**config.mk**
```make
export PLATFORM = sky130hd
export DESIGN_NAME = fifo_dispatch_ctrl
export DESIGN_NICKNAME = d
export VERILOG_FILES = /design/src/rtl/fifo_dispatch_ctrl.sv
export SDC_FILE = /design/constraint.sdc
export NUM_CORES = 1
export LEC_CHECK = 0
export ABC_AREA = 1
export CAP_MARGIN = 20
export CORE_AREA = 2 2 112 114
export CTS_BUF_LIST = sky130_fd_sc_hd__clkbuf_4 sky130_fd_sc_hd__clkbuf_8
export CTS_CLUSTER_DIAMETER = 100
export CTS_CLUSTER_SIZE = 12
export DETAILED_ROUTE_END_ITERATION = 12
export DIE_AREA = 0 0 114 116
export HOLD_SLACK_MARGIN = 0.08
export RECOVER_POWER = 25
export SYNTH_ARGS = -nofsm -noshare
export SYNTH_HDL_FRONTEND = slang
export SYNTH_SLANG_ARGS = --single-unit
export TNS_END_PERCENT = 10
```
**constraint.sdc**
```tcl
create_clock -name clk -period 1.8 [get_ports clk]
set_input_delay 0.27 -clock clk [delete_from_list [all_inputs] [get_ports clk]]
set_output_delay 0.27 -clock clk [all_outputs]
set_load 0.05 [all_outputs]
```
**src/rtl/fifo_dispatch_ctrl.sv**
```systemverilog
// fifo_dispatch_ctrl: drains the shared slave FIFO one word at a time onto a
// valid/ready master port, tracking per-source frame position, frame
// completion and malformed frames.
module fifo_dispatch_ctrl #(
    parameter int unsigned DW          = 32,
    parameter int unsigned FRAME_WORDS = 4
) (
    input  logic           clk,
    input  logic           rst_n,
    input  logic           fifo_empty,
    output logic           fifo_rd_en,
    input  logic [DW+10:0] fifo_rdata,
    output logic           mstr_valid,
    input  logic           mstr_ready,
    output logic [DW-1:0]  mstr_data,
    output logic [7:0]     mstr_proc_val,
    output logic [1:0]     mstr_mode,
    output logic           mstr_src,
    output logic           mstr_last,
    output logic           mstr0_cmplt,
    output logic           frame_err,
    input  logic           err_clr,
    output logic [15:0]    frames_done0,
    output logic [15:0]    frames_done1
);

    localparam int unsigned CW = $clog2(FRAME_WORDS);
    localparam logic [CW-1:0] LAST_IDX = CW'(FRAME_WORDS - 1);

    typedef enum logic [1:0] {
        S_IDLE,
        S_RD,
        S_CAP,
        S_SEND
    } state_e;

    state_e          state_q, state_d;
    logic            rd_en_q, rd_en_d;
    logic            valid_q, valid_d;
    logic [DW-1:0]   data_q, data_d;
    logic [7:0]      pval_q, pval_d;
    logic [1:0]      mode_q, mode_d;
    logic            src_q, src_d;
    logic            last_q, last_d;
    logic            cmplt_q, cmplt_d;
    logic            err_q, err_d;
    logic [CW-1:0]   cnt0_q, cnt0_d, cnt1_q, cnt1_d;
    logic [1:0]      lock0_q, lock0_d, lock1_q, lock1_d;
    logic [15:0]     done0_q, done0_d, done1_q, done1_d;

    logic            err_set;
    logic [CW-1:0]   cur_cnt, new_cnt;
    logic [1:0]      cur_lock, new_lock;
    logic [1:0]      rd_mode;
    logic            rd_src;

    assign rd_mode = fifo_rdata[DW+9:DW+8];
    assign rd_src  = fifo_rdata[DW+10];

    // Next-state and next-output logic for the dispatch FSM and frame tracking
    always_comb begin
        state_d  = state_q;
        data_d   = data_q;
        pval_d   = pval_q;
        mode_d   = mode_q;
        src_d    = src_q;
        last_d   = last_q;
        cmplt_d  = 1'b0;
        cnt0_d   = cnt0_q;
        cnt1_d   = cnt1_q;
        lock0_d  = lock0_q;
        lock1_d  = lock1_q;
        done0_d  = done0_q;
        done1_d  = done1_q;
        err_set  = 1'b0;
        cur_cnt  = src_q ? cnt1_q : cnt0_q;
        cur_lock = src_q ? lock1_q : lock0_q;
        new_cnt  = cur_cnt;
        new_lock = cur_lock;

        case (state_q)
            S_IDLE: begin
                if (!fifo_empty) state_d = S_RD;
            end
            S_RD: begin
                state_d = S_CAP;
            end
            S_CAP: begin
                if (rd_mode == 2'b00) begin
                    err_set = 1'b1;
                    state_d = fifo_empty ? S_IDLE : S_RD;
                end else begin
                    data_d  = fifo_rdata[DW-1:0];
                    pval_d  = fifo_rdata[DW+7:DW];
                    mode_d  = rd_mode;
                    src_d   = rd_src;
                    last_d  = ((rd_src ? cnt1_q : cnt0_q) == LAST_IDX);
                    state_d = S_SEND;
                end
            end
            S_SEND: begin
                if (mstr_ready) begin
                    state_d = fifo_empty ? S_IDLE : S_RD;
                    // Frame bookkeeping for the accepted word's source
                    if (cur_cnt == '0) begin
                        new_lock = mode_q;
                    end else if (mode_q != cur_lock) begin
                        err_set = 1'b1;
                    end
                    if (last_q) begin
                        new_cnt = '0;
                        cmplt_d = 1'b1;
                    end else begin
                        new_cnt = cur_cnt + CW'(1);
                    end
                    if (src_q) begin
                        cnt1_d  = new_cnt;
                        lock1_d = new_lock;
                        if (last_q) done1_d = done1_q + 16'd1;
                    end else begin
                        cnt0_d  = new_cnt;
                        lock0_d = new_lock;
                        if (last_q) done0_d = done0_q + 16'd1;
                    end
                end
            end
            default: state_d = S_IDLE;
        endcase

        rd_en_d = (state_d == S_RD);
        valid_d = (state_d == S_SEND);

        // A new error outranks a simultaneous clear
        err_d = err_q;
        if (err_clr) err_d = 1'b0;
        if (err_set) err_d = 1'b1;
    end

    // State and registered outputs
    always_ff @(posedge clk or negedge rst_n) begin
        if (!rst_n) begin
            state_q <= S_IDLE;
            rd_en_q <= 1'b0;
            valid_q <= 1'b0;
            data_q  <= '0;
            pval_q  <= '0;
            mode_q  <= '0;
            src_q   <= 1'b0;
            last_q  <= 1'b0;
            cmplt_q <= 1'b0;
            err_q   <= 1'b0;
            cnt0_q  <= '0;
            cnt1_q  <= '0;
            lock0_q <= '0;
            lock1_q <= '0;
            done0_q <= '0;
            done1_q <= '0;
        end else begin
            state_q <= state_d;
            rd_en_q <= rd_en_d;
            valid_q <= valid_d;
            data_q  <= data_d;
            pval_q  <= pval_d;
            mode_q  <= mode_d;
            src_q   <= src_d;
            last_q  <= last_d;
            cmplt_q <= cmplt_d;
            err_q   <= err_d;
            cnt0_q  <= cnt0_d;
            cnt1_q  <= cnt1_d;
            lock0_q <= lock0_d;
            lock1_q <= lock1_d;
            done0_q <= done0_d;
            done1_q <= done1_d;
        end
    end

    assign fifo_rd_en    = rd_en_q;
    assign mstr_valid    = valid_q;
    assign mstr_data     = data_q;
    assign mstr_proc_val = pval_q;
    assign mstr_mode     = mode_q;
    assign mstr_src      = src_q;
    assign mstr_last     = last_q;
    assign mstr0_cmplt   = cmplt_q;
    assign frame_err     = err_q;
    assign frames_done0  = done0_q;
    assign frames_done1  = done1_q;

endmodule
```
==> results of run 1 <==
-- placed cells by master, fill, tap and decap left out, types with 7 or more instances in the layout --
cell type,count
nand2_1,229
nand4_1,7
dlygate4sd2_1,38
xor2_1,9
buf_4,44
inv_1,36
nand3_1,13
xnor2_1,9
nor2_1,32
clkdlybuf4s50_1,46
clkbuf_8,11
nor2_2,7
dfrtp_1,90
o21ai_0,16
-- metrics by stage --
stage          util, %  total power, mW  hold WS (ns)  worst slack (ns)  std cells
6_report         47.09            8.760        0.4380            0.2298        773
5_1_grt          47.09            9.375        0.4312           0.01314        773
4_1_cts          47.29            8.914        0.3426           0.08159        773
3_5_place_dp     46.10            7.864        0.2112           -0.1046        757
3_3_place_gp     46.10            7.819        0.2095          -0.09184        757
2_1_floorplan        -            6.239      -0.02559           0.04967        488
-- state kept, by name, indices dropped and copies added, names as in the netlist, 8 cells and up --
signal / flops
mstr_data: 32
frames_done0: 16
frames_done1: 16
mstr_proc_val: 8
-- tightest hold or removal path: stages --
cell             delay (ns)
clkdlybuf4s50_1        0.39
nand2_1                0.06
nand2_1                0.04
-- where the power goes --
group	total [mW]	internal (mW)	leakage [nW]	switching [mW]
clock	1.30	0.600	0.0923	0.699
combinational	4.34	1.17	1.69	3.17
sequential	3.12	2.68	1.16	0.445
total	8.76	4.45	2.94	4.31
-- cell families (layout without fill, tap and decap cells) --
logic type,count (synthesis),in the layout,synth area share [%]
compound gates,23,23,3.088
fa+ha+maj,3,3,0.9084
flops,90,90,54.50
buf+inv,50,188,5.268
mux,1,1,0.2422
simple gates,301,301,31.40
xor+xnor,20,20,4.602
-- worst min-delay path by stage --
stage / endpoint / slack [ns] / cells after the start / startpoint
after floorplan: cnt0_q[0] / -0.03 / 0 / rst_n
after global placement: frames_done0[1] / 0.21 / 1 / rst_n
after detailed placement: frames_done0[1] / 0.21 / 1 / rst_n
after CTS: frames_done0[1] / 0.34 / 2 / rst_n
after global routing: mstr_data[0] / 0.43 / 3 / fifo_rdata[0]
final: mstr_data[0] / 0.44 / 3 / fifo_rdata[0]
-- layout make-up --
class	count	area [sq um]	area share (%)
Clock buffer	13	166.4	2.967
Clock inverter	2	12.51	0.2231
Inverter	39	146.4	2.610
Multi-Input combinational cell	348	1650	29.42
Sequential cell	90	2252	40.15
Tap cell	147	183.9	3.279
Timing Repair Buffer	134	1197	21.35
-- repair_timing --
item                       4_1_cts  5_1_grt
hold buffers                     1        0
setup endpoints to repair       38        1
hold endpoints to repair        24        0
gates resized for setup         38        1
-- layer usage --
layer / track usage (%) / up-vias / share of wire, %
li1: - / 1760 / -
met1: 19.67 / 1615 / 44
met2: 24.76 / 100 / 47
met3: 4.498 / 13 / 6.6
met4: 6.829 / 0 / 2.1
met5: 0 / - / 0
==> flow_metrics.env, run 1 <==
export IMPL_ys_top_cells_by_count="229 x nand2_1, 90 x dfrtp_1, 36 x inv_1"
export IMPL_core_sq_um=11910
export IMPL_die_w_um=114
export IMPL_synthTopCellsByArea="dfrtp_1 54%, nand2_1 21%, inv_1 3.3%"
export IMPL_drc=0
export IMPL_r2r_cells=6
export IMPL_p_per_area_nw_per_um2=1562
export IMPL_h_tree_depth=3
export IMPL_path_depth=6
export IMPL_antenna_cells=0
export IMPL_synthFlopType="dfrtp_1"
export IMPL_drive_gt1_share_pct=14.06
export IMPL_drtIter0Drc=138
export IMPL_p_leak_nw=2.939
export IMPL_synth_area_leader_cell="dfrtp_1"
export IMPL_synth_fp_nets=539
export IMPL_port_buffers=127
export IMPL_synth_edf_count=0
export IMPL_final_setup_tns_ns=0
export IMPL_post_cts_buffers=0
export IMPL_nNetsFinal=673
export IMPL_viasPerCell=4.512
export IMPL_ctsRootBufferMaster="clkbuf_8"
export IMPL_rsz0062_at_grt="false"
export IMPL_slew_violations=0
export IMPL_finalInstanceArea_sq_um=5609
export IMPL_syn_inst=488
export IMPL_post_dp_cell_area_sq_um=5492
export IMPL_synth_cell_type_count=30
export IMPL_vias=3488
export IMPL_hp_class="input pin to register"
export IMPL_clockBufferDepth=2
export IMPL_yosysWarnings=0
export IMPL_startpoint="frames_done0[0]"
export IMPL_critPathSlowestCell="dfrtp_1"
export IMPL_dpl_hpwl_um=7313
export IMPL_numCtsBuffers=9
export IMPL_ir_worst_vdd_uv=782.8
export IMPL_timing_rr_end="frames_done0[8]"
export IMPL_first_pass_iters=5
export IMPL_grt_pass1_vias=3392
export IMPL_setup_viol=0
export IMPL_cp_endpoint="frames_done0[8]"
export IMPL_ios=128
export IMPL_antenna_found_initial=0
export IMPL_worstMarginPinSlew_ns=0.6485
export IMPL_grt_max_degree=42
export IMPL_required_ns=2.09
export IMPL_cts_sinks=90
export IMPL_synth_seq_cells=90
export IMPL_fp_dieArea_sq_um=13220
export IMPL_cts_tree="built"
export IMPL_wirelength_um=9898
export IMPL_fp_row_count=40
export IMPL_fp_dieH_um=116
export IMPL_grt_ovfl_total=0
export IMPL_critPathTopFamily="simple AND/OR/NAND/NOR gates"
export IMPL_start_util_pct=34.70
export IMPL_min_period_ns=1.570
export IMPL_period_share_pct=87.23
export IMPL_cts_clk_slew_worst_paths_ns=0.09
export IMPL_crit_chain="ha_1 > nand3_1 > nor2_2 > nand2_1 > nor2_1 > xor2_1"
export IMPL_synthArstFlopShare_pct=100.0
export IMPL_r2r_start="frames_done0[0]"
export IMPL_synth_area_sq_um=4133
export IMPL_insertion_delay_ns=0.37
export IMPL_r2r_slack_ns=0.23
export IMPL_max_cap_viol_count=0
export IMPL_synth_most_common_cell="nand2_1"
export IMPL_grt_first_pass_wirelength_um=16060
export IMPL_status="finished clean"
export IMPL_start_kind="register"
export IMPL_hold_viol=0
export IMPL_place_congestion=0.8102
export IMPL_synth_top_cell_area_share_pct=54.50
export IMPL_critPathKind="register to register"
export IMPL_avgSynthCellArea_sq_um=8.469
export IMPL_nFillCells=1182
export IMPL_ys_seq_area_share_pct=54.50
export IMPL_slowest_delay_ns=0.49
export IMPL_syn2layout_area_growth_pct=35.73
export IMPL_cp_arrival_ns=1.87
export IMPL_cp_num_buf_inv=0
export IMPL_drtAntennaViolNets=0
export IMPL_wl_per_cell_um=12.80
export IMPL_grt_usage_pct=15.50
export IMPL_worstPathMaxFanout=7
export IMPL_cp_end_kind="register"
export IMPL_maxSlewHeadroom_pct=56.77
export IMPL_fmax_ghz=0.6369
export IMPL_fin_skew_ns=0.01301
(Power assumes the default switching activity.)
==> inputs of run 2 (changes only) <==
--- a/config.mk
+++ b/config.mk
@@ -6,7 +6,7 @@
 export NUM_CORES = 1
 export LEC_CHECK = 0
 export ABC_AREA = 1
-export CAP_MARGIN = 20
+export CAP_MARGIN = 25
 export CORE_AREA = 2 2 112 114
 export CTS_BUF_LIST = sky130_fd_sc_hd__clkbuf_4 sky130_fd_sc_hd__clkbuf_8
 export CTS_CLUSTER_DIAMETER = 100
@@ -15,6 +15,7 @@
 export DIE_AREA = 0 0 114 116
 export HOLD_SLACK_MARGIN = 0.08
 export RECOVER_POWER = 25
+export SKIP_CTS_REPAIR_TIMING = 1
 export SYNTH_ARGS = -nofsm -noshare
 export SYNTH_HDL_FRONTEND = slang
 export SYNTH_SLANG_ARGS = --single-unit
==> run 2 against run 1 <==
Net effect:
- clock power about the same
- worst hold slack improved by 0.0021 ns
- final cell count unchanged
- first-iteration DRC count increased by 8.0%
- sequential power hardly changed
- core utilization grew 1.2 points
- register-to-register slack is essentially flat
- sequential share of layout area fell by 1.0 points
- power increased by 2.7%
- critical path depth unchanged
- cell area increased by 2.5%
- non-clock buffer count did not move
==> flow_metrics.env, run 2 (same netlist as run 1, synthesis figures left out) <==
export IMPL_status="finished clean"
export IMPL_hold_ws_ns=0.4401
export IMPL_rsz0062_at_grt="false"
export IMPL_final_common_cell="nand2_1"
export IMPL_core_sq_um=11910
export IMPL_cp_arrival_ns=1.86
export IMPL_place_congestion=0.8102
export IMPL_slew_violations=0
export IMPL_grt_pass1_vias=3373
export IMPL_antenna_cells=0
export IMPL_grt_max_degree=42
export IMPL_worstPathMaxFanout=7
export IMPL_period_share_pct=87.23
export IMPL_drc=0
export IMPL_fp_dieArea_sq_um=13220
export IMPL_setup_viol=0
export IMPL_vias=3497
export IMPL_drtAntennaViolNets=0
export IMPL_first_pass_iters=4
export IMPL_viasPerCell=4.524
export IMPL_nNetsFinal=673
export IMPL_insertion_delay_ns=0.37
export IMPL_cts_clk_slew_worst_paths_ns=0.09
export IMPL_grt_ovfl_total=0
export IMPL_syn2layout_area_growth_pct=39.18
export IMPL_grt_first_pass_wirelength_um=15960
export IMPL_numCtsBuffers=9
export IMPL_fin_skew_ns=0.01263
export IMPL_clockBufferDepth=2
export IMPL_port_buffers=127
export IMPL_hold_viol=0
export IMPL_antenna_found_initial=0
export IMPL_ios=128
export IMPL_fp_dieH_um=116
export IMPL_final_setup_tns_ns=0
export IMPL_largest_register_ffs=32
export IMPL_cts_sinks=90
export IMPL_dpl_hpwl_um=7313
export IMPL_ir_worst_vdd_uv=1095
export IMPL_crit_chain="ha_1 > nand3_1 > nor2_2 > nand2_1 > nor2_1 > xor2_1"
export IMPL_layout_setup_ws_ns=0.2298
export IMPL_slowest_delay_ns=0.49
export IMPL_required_ns=2.09
export IMPL_p_leak_nw=3.306
export IMPL_h_tree_depth=3
export IMPL_final_cell_mix="229 x nand2_1, 90 x dfrtp_1, 46 x clkdlybuf4s50_1, 44 x buf_4, 38 x dlymetal6s2s_1"
export IMPL_start_kind="register"
export IMPL_drtIter0Drc=149
export IMPL_grt_usage_pct=15.40
export IMPL_critPathTopFamily="simple AND/OR/NAND/NOR gates"
export IMPL_hp_class="input pin to register"
export IMPL_critPathKind="register to register"
export IMPL_drive_gt1_share_pct=14.06
export IMPL_p_per_area_nw_per_um2=1564
export IMPL_max_cap_viol_count=0
export IMPL_r2r_slack_ns=0.23
export IMPL_min_period_ns=1.570
export IMPL_ctsRootBufferMaster="clkbuf_8"
export IMPL_wirelength_um=9929
export IMPL_cts_tree="built"
export IMPL_fmax_ghz=0.6369
export IMPL_cp_num_buf_inv=0
export IMPL_wl_per_cell_um=12.84
export IMPL_die_w_um=114
export IMPL_critPathSlowestCell="dfrtp_1"
export IMPL_worstMarginPinSlew_ns=0.6489
export IMPL_maxSlewHeadroom_pct=56.74
export IMPL_fp_row_count=40
export IMPL_cp_end_kind="register"
export IMPL_finalPower_mw=8.996
export IMPL_dp_slack_ns=-0.1046
export IMPL_start_util_pct=34.70
run 2: cell types whose count changed in the layout (fill, tap and decap cells not counted):
cell | previous run | this run
dlygate4sd2_1 | 38 | 0
dlymetal6s2s_1 | 0 | 38
run 2: per-layer routing:
layer / share of wire (%) / wire (um) / vias up / global-route usage [%]
met5: 0 / 0 / - / 0
met1: 45 / 4439 / 1623 / 19.64
li1: - / - / 1760 / -
met3: 6.4 / 636 / 13 / 4.498
met4: 2.1 / 205 / 0 / 6.829
met2: 47 / 4646 / 101 / 24.44
run 2: path summary, 6_finish.rpt:
kind / startpoint / depth (start not counted) / endpoint
max: frames_done0[0] / 6 / frames_done0[8]
min: fifo_rdata[39] / 3 / mstr_proc_val[7]
max reg2reg: frames_done0[0] / 6 / frames_done0[8]
min reg2reg: mstr_data[28] / 2 / mstr_data[28]
max in group asynchronous: rst_n / 3 / mstr_mode[0]
min in group asynchronous: rst_n / 2 / frames_done0[1]
run 2: cell type report:
cell class / instances / area [sq um]
clock buffer: 13 / 166.4
clock inverter: 2 / 12.51
fill: 1153 / 6160
inverter: 39 / 146.4
multi-input combinational: 348 / 1650
sequential: 90 / 2252
tap: 147 / 183.9
timing repair buffer: 134 / 1340
run 2: worst register-to-register path: stages, from the launching register on:
cell,delay [ns]
dfrtp_1,0.49
ha_1,0.21
nand3_1,0.12
nor2_2,0.25
nand2_1,0.13
nor2_1,0.14
xor2_1,0.16
run 2: power by group:
group / internal, mW / total, mW / switching, mW / leakage (nW)
registers: 2.68 / 3.12 / 0.445 / 1.16
logic: 1.41 / 4.57 / 3.17 / 2.06
clock network: 0.600 / 1.30 / 0.697 / 0.0923
total: 4.69 / 9.00 / 4.31 / 3.31
run 2: stage by stage:
stage               area (sq um)  util [%]  std cells
detailed placement          5492     46.10        757
CTS                         5670     47.61        772
global route                5752     48.29        773
floorplan                   4133         -        488
finish                      5752     48.29        773
global placement            5492     46.10        757
